==> config.mk <==
export PLATFORM = sky130hd
export DESIGN_NAME = frame_burst_writer
export DESIGN_NICKNAME = d
export VERILOG_FILES = /design/src/rtl/frame_burst_writer.sv
export SDC_FILE = /design/constraint.sdc
export NUM_CORES = 1
export LEC_CHECK = 0
export CAP_MARGIN = 10
export CORE_MARGIN = 4
export CORE_UTILIZATION = 65
export CTS_CLUSTER_DIAMETER = 60
export DETAILED_ROUTE_END_ITERATION = 16
export DONT_BUFFER_PORTS = 1
export PLACE_DENSITY_LB_ADDON = 0.2
export SETUP_SLACK_MARGIN = 0.1
export SYNTH_ARGS = -nofsm -noshare
export SYNTH_HDL_FRONTEND = slang
export SYNTH_SLANG_ARGS = --single-unit
==> constraint.sdc <==
create_clock -name clk_clk -period 10.21 [get_ports clk_clk]
set_clock_uncertainty 0.1 [all_clocks]
set_input_delay 2.042 -clock clk_clk [delete_from_list [all_inputs] [get_ports clk_clk]]
set_output_delay 2.042 -clock clk_clk [all_outputs]
set_load 0.02 [all_outputs]
==> src/rtl/frame_burst_writer.sv <==
// frame_burst_writer: buffers a framed stream in a show-ahead FIFO and writes it to memory as Avalon-MM bursts
// Define FBW_STALL_CNT_EN to add the stall_cnt output counting input stalls during capture.
module frame_burst_writer #(
  parameter int DATA_W      = 32,
  parameter int ADDR_W      = 32,
  parameter int BURST_LEN   = 8,
  parameter int FIFO_DEPTH  = 32,
  parameter int FRAME_WORDS = 307200
) (
  input  logic              clk_clk,
  input  logic              reset_reset_n,
  input  logic              enable,
  input  logic [ADDR_W-1:0] base_addr,
  input  logic [DATA_W-1:0] in_data,
  input  logic              in_valid,
  input  logic              in_sof,
  output logic              in_ready,
  output logic [ADDR_W-1:0] avm_address,
  output logic              avm_write,
  output logic [DATA_W-1:0] avm_writedata,
  output logic [6:0]        avm_burstcount,
  input  logic              avm_waitrequest,
  output logic              busy,
  output logic              frame_done
`ifdef FBW_STALL_CNT_EN
  ,
  output logic [15:0]       stall_cnt
`endif
);
  localparam int PW = $clog2(FIFO_DEPTH);
  localparam int CW = $clog2(FRAME_WORDS + 1);
  typedef enum logic [2:0] {IDLE, WAIT_SOF, CAPTURE, FLUSH, DONE} state_t;
  state_t state_q, state_d;
  logic [DATA_W-1:0] mem [FIFO_DEPTH];
  logic [PW:0] wp_q, wp_d, rp_q, rp_d, cnt;
  logic [CW-1:0] acc_q, acc_d, iss_q, iss_d;
  logic [ADDR_W-1:0] addr_q, addr_d;
  logic [6:0] bc_q, bc_d, brem_q, brem_d;
  logic bact_q, bact_d, full, push, pop, last;
  logic [31:0] rem, need;
  always_comb begin
    cnt = wp_q - rp_q;
    full = cnt == (PW+1)'(FIFO_DEPTH);
    rem = 32'(FRAME_WORDS) - 32'(iss_q);
    need = rem > 32'(BURST_LEN) ? 32'(BURST_LEN) : rem;
    pop = bact_q & !avm_waitrequest;
    last = pop & (brem_q == 7'd1);
    in_ready = (state_q == WAIT_SOF) | (state_q == CAPTURE & !full & 32'(acc_q) < 32'(FRAME_WORDS));
    push = in_valid & in_ready & (state_q == CAPTURE | in_sof);
    state_d = state_q;
    wp_d = wp_q + (PW+1)'(push);
    rp_d = rp_q + (PW+1)'(pop);
    acc_d = acc_q + CW'(push);
    iss_d = iss_q + CW'(pop);
    addr_d = last ? addr_q + ADDR_W'(32'(bc_q) * (DATA_W / 8)) : addr_q;
    bc_d = bc_q;
    brem_d = brem_q - 7'(pop);
    bact_d = bact_q & !last;
    case (state_q)
      IDLE: state_d = enable ? WAIT_SOF : IDLE;
      WAIT_SOF: begin
        if (!enable) state_d = IDLE;
        else if (push) begin
          state_d = CAPTURE;
          acc_d = CW'(1);
          iss_d = '0;
          addr_d = base_addr;
        end
      end
      CAPTURE: begin
        if (!bact_q & rem != 0 & 32'(cnt) >= need) begin
          bact_d = 1'b1;
          bc_d = 7'(need);
          brem_d = 7'(need);
        end
        if (pop & 32'(iss_q) == 32'(FRAME_WORDS - 1)) state_d = DONE;
        else if (!enable) state_d = FLUSH;
      end
      FLUSH: begin
        // the active burst drains normally; leftover words are discarded once it ends
        if (!bact_q) begin
          state_d = IDLE;
          wp_d = '0;
          rp_d = '0;
        end
      end
      DONE: state_d = enable ? WAIT_SOF : IDLE;
      default: state_d = IDLE;
    endcase
  end
  always_ff @(posedge clk_clk) begin
    if (!reset_reset_n) begin
      state_q <= IDLE;
      wp_q <= '0;
      rp_q <= '0;
      acc_q <= '0;
      iss_q <= '0;
      addr_q <= '0;
      bc_q <= '0;
      brem_q <= '0;
      bact_q <= 1'b0;
    end else begin
      state_q <= state_d;
      wp_q <= wp_d;
      rp_q <= rp_d;
      acc_q <= acc_d;
      iss_q <= iss_d;
      addr_q <= addr_d;
      bc_q <= bc_d;
      brem_q <= brem_d;
      bact_q <= bact_d;
    end
  end
  always_ff @(posedge clk_clk) if (push) mem[wp_q[PW-1:0]] <= in_data;
  assign avm_write = bact_q;
  assign avm_address = addr_q;
  assign avm_burstcount = bc_q;
  assign avm_writedata = bact_q ? mem[rp_q[PW-1:0]] : '0;
  assign busy = state_q != IDLE;
  assign frame_done = state_q == DONE;
`ifdef FBW_STALL_CNT_EN
  logic [15:0] stall_q, stall_d;
  always_comb stall_d = (state_q == WAIT_SOF & push) ? '0 :
                        (state_q == CAPTURE & in_valid & !in_ready & stall_q != 16'hFFFF) ? stall_q + 16'd1 : stall_q;
  always_ff @(posedge clk_clk) stall_q <= !reset_reset_n ? '0 : stall_d;
  assign stall_cnt = stall_q;
`endif
endmodule
==> metrics.md <==
| Metric | Value |
|---|---|
| Pin count of the biggest net entering global routing | `154` |
| Reg2reg path depth | `12` |
| Reg power frac | `56.2%` |
| Die Y | `270 um` |
| Max Slew Vio Count | `0` |
| GRT Util Overall | `28.9%` |
| Critical Path Source Type | `register` |
| Clock Root Buffer | `clkbuf_16` |
| Num rows | `95` |
| Worst slew margin | `10.6%` |
| TritonCTS sink count | `1124` |
| Router iterations before antenna repair | `6` |
| Tcrit/Tclk final | `65.1%` |
| VDD IR max | `0.210 mV` |
| Worst path slowest cell | `dfxtp_2` |
| First-pass GRT wire length | `155000 um` |
| Critical path endpoint category | `output pin` |
| Minimum clock period | `6.65 ns` |
| Cts bufs inserted | `107` |
| Fraction of layout cells with a size suffix above 1 | `24.2%` |
| Nets@finish | `2415` |
| Top cell type's share of synthesized area | `68.9%` |
| Comb power frac | `0.6%` |
| Yosys top cell by area | `edfxtp_1` |
| Antenna-violating nets left | `0` |
| Starting density of the core | `66.0%` |
| Worst R2R End | `mem[23][19]$_DFFE_PP_` |
| Fill count | `3761` |
| Hold path start | `acc_q[11]$_SDFF_PN0_` |
| P_sw | `1700 uW` |
| Initial antenna violation count | `0` |
| CP top delay family | `compound AO/OA/AOI/OAI gates` |
| Worst Hold Class | `register to register` |
| Crit path cell chain | `clkinv_1 -> buf_4 -> ha_1 -> and2_1 -> o21ai_0 -> o31ai_1 -> a211o_1 -> nand4b_1 -> nand4b_1 -> a21oi_1` |
| Hold_buf cts | `0` |
| Clk_lat worst skew | `0.64 ns` |
| DR top layer | `met4` |
| Largest stage delay, worst path | `1.04 ns` |
| Met1 Wirelength | `38100 um` |
| Ys async rst share | `0%` |
| Fin. Hold Viols | `0` |
| Hold path endpoint | `acc_q[11]$_SDFF_PN0_` |
| Worst hold stages | `2` |
| Worst-path fanout max | `33` |
| Post-synthesis register bit count | `1124` |
| Measured slew at the worst slew-check pin | `1.33 ns` |
| WP data required | `8.07 ns` |
| Port Buf Inserts | `0` |
| Mapped Area | `44600 um2` |
| Post-layout util | `73.0%` |
| HPWL Detailed | `54900 um` |
| RSZ-0062 raised after global routing | `no` |
| CTS tree | `built` |
| Cell leakage power | `0.0152 uW` |
| Worst-path clk slew | `0.06 ns` |
| CTS resizes | `0` |
| DRC | `0` |
| Post-CTS setup buffer count | `0` |
| Max Fclk | `150 MHz` |
| CP Data Arrival Time | `4.51 ns` |
| H-tree depth | `3` |
| Avg Inst Size Synth | `19.8 um2` |
| Final Wtd Congestion | `0.870` |
| Die ar. | `72900 um2` |
| Pwr Density | `181 nW/um2` |
| Most frequent cell on the critical path | `nand4b_1` |
| Reg2reg setup slack | `4.50 ns` |
| Initial detailed-routing violation count | `2647` |
| Post-Route WL | `104000 um` |
| Boundary Pins | `145` |
| Synth Flop Type | `edfxtp_1` |
| Wire length per cell | `31.6 um` |
| Area growth from synthesis to layout | `10.7%` |
| Clock share of power | `43.2%` |
| Grt ovf | `0` |
| Post-synth EDFFs | `1024` |
| Fin Setup TNS | `0 ns` |
| Internal | `7260 uW` |
| Commonest cells in the netlist | `edfxtp_1 (1024), mux4_2 (320), nand2_1 (109)` |
| Yosys warns | `0` |
| Via Count | `22700` |
| Buf/Inv on CP | `2` |
| Core ar. | `67600 um2` |
| Post-synthesis sequential area ratio | `73.4%` |
| Status | `complete, no violations` |
| Via/cell ratio | `6.93` |
| Vias in the first global route | `23100` |
| Cell with the most instances after synthesis | `edfxtp_1` |
| Final setup vio count | `0` |
| Cell variety after synth | `65` |
| Clock Path Buffers | `3` |
| Met3 Wirelength | `10500 um` |
| Switching share of power | `18.9%` |
| Setup CP Type | `register to output pin` |
| Reg2reg start | `rp_q[4]$_SDFF_PN0_` |
| Die Width | `270 um` |
| MaxCap Viol Count | `0` |
| Top cells by area, synth | `edfxtp_1 (69%), mux4_2 (16%), dfxtp_1 (4.5%)` |
| Cells after synthesis | `2258` |
| Routed met2 length | `51800 um` |
| Design Power | `8960 uW` |
[kinds of logic after synthesis]
group	synth area share [%]
AOI/OAI and AO/OA	2.37
xor gates and xnor gates	1.45
adders and majority gates	0.986
buffers and inverters	1.43
DFF	73.4
muxes	16.2
other	0.00840
and+or+nand+nor	4.23
[placed cells by master (no fill, tap or decap), types with 14 or more instances in the layout]
cell type,instances
mux4_2,320
clkinv_2,14
inv_1,33
xnor2_1,25
dfxtp_1,95
nor3_1,19
a21boi_0,35
nor3_2,32
a21oi_1,37
and3_1,15
clkbuf_1,31
xor2_1,49
edfxtp_1,1024
clkbuf_16,109
o21ai_0,40
ha_1,32
clkinv_1,24
buf_4,61
nor2_1,84
nand3_1,39
nand4_1,18
nand2_1,109
[final cells by class]
| cell class | instances | area [um2] | area share (%) |
|---|---|---|---|
| antenna | 2 | 5.00 | 0.0101 |
| clock buffer | 141 | 2860 | 5.78 |
| clock inverter | 54 | 573 | 1.16 |
| inverter | 35 | 134 | 0.271 |
| multi-input combinational | 978 | 11400 | 23.2 |
| sequential | 1124 | 32800 | 66.3 |
| tap | 873 | 1090 | 2.21 |
| timing repair buffer | 65 | 533 | 1.08 |
[state kept, by name, indices dropped and copies added, names as in the netlist]
name	flops
avm_burstcount	7
mem	1024
brem_q	7
wp_q	6
avm_address	32
rp_q	6
avm_write	1
acc_q	19
state_q	3
iss_q	19
[tightest hold or removal path, stage by stage (launching register included)]
cell	delay [ns]
dfxtp_1	0.32
o21ai_0	0.07
a21oi_1	0.06
[per-layer routing]
metal  vias to the layer above  track usage, %
met5                         -               0
met1                     11900            40.0
met2                      1307            47.3
met3                       190            6.45
met4                         0            8.62
li1                       9297               -
[power groups by stage]
stage,combinational (uW),sequential [uW],clock [uW]
after floorplan,37.5,5130,0
after detailed placement,50.8,5130,0
after CTS,51.8,5040,3930
final,52.9,5040,3870
after global routing,57.1,5030,4150
after global placement,49.4,5130,0
[how the worst max path moves through the flow]
| stage | startpoint | endpoint | slack, ns | cells after the start |
|---|---|---|---|---|
| global route | rp_q[4]$_SDFF_PN0_ | in_ready | 3.37 | 10 |
| global placement | rp_q[1]$_SDFF_PN0_ | avm_writedata[27] | 4.35 | 5 |
| finish | rp_q[4]$_SDFF_PN0_ | in_ready | 3.56 | 10 |
| CTS | rp_q[4]$_SDFF_PN0_ | in_ready | 3.59 | 10 |
| detailed placement | rp_q[0]$_SDFF_PN0_ | avm_writedata[19] | 4.37 | 5 |
| floorplan | rp_q[1]$_SDFF_PN0_ | mem[16][0]$_DFFE_PP_ | 4.47 | 13 |
[stage by stage]
step	area [um2]	hold slack, ns	instances	setup WS [ns]
after floorplan	44700	0.358	2259	4.47
after global placement	45900	0.365	3072	4.35
after detailed placement	46000	0.398	3074	4.37
after CTS	49400	0.413	3269	3.59
after global routing	49400	0.439	3270	3.37
final	49400	0.395	3272	3.56
(Power assumes the default switching activity.)
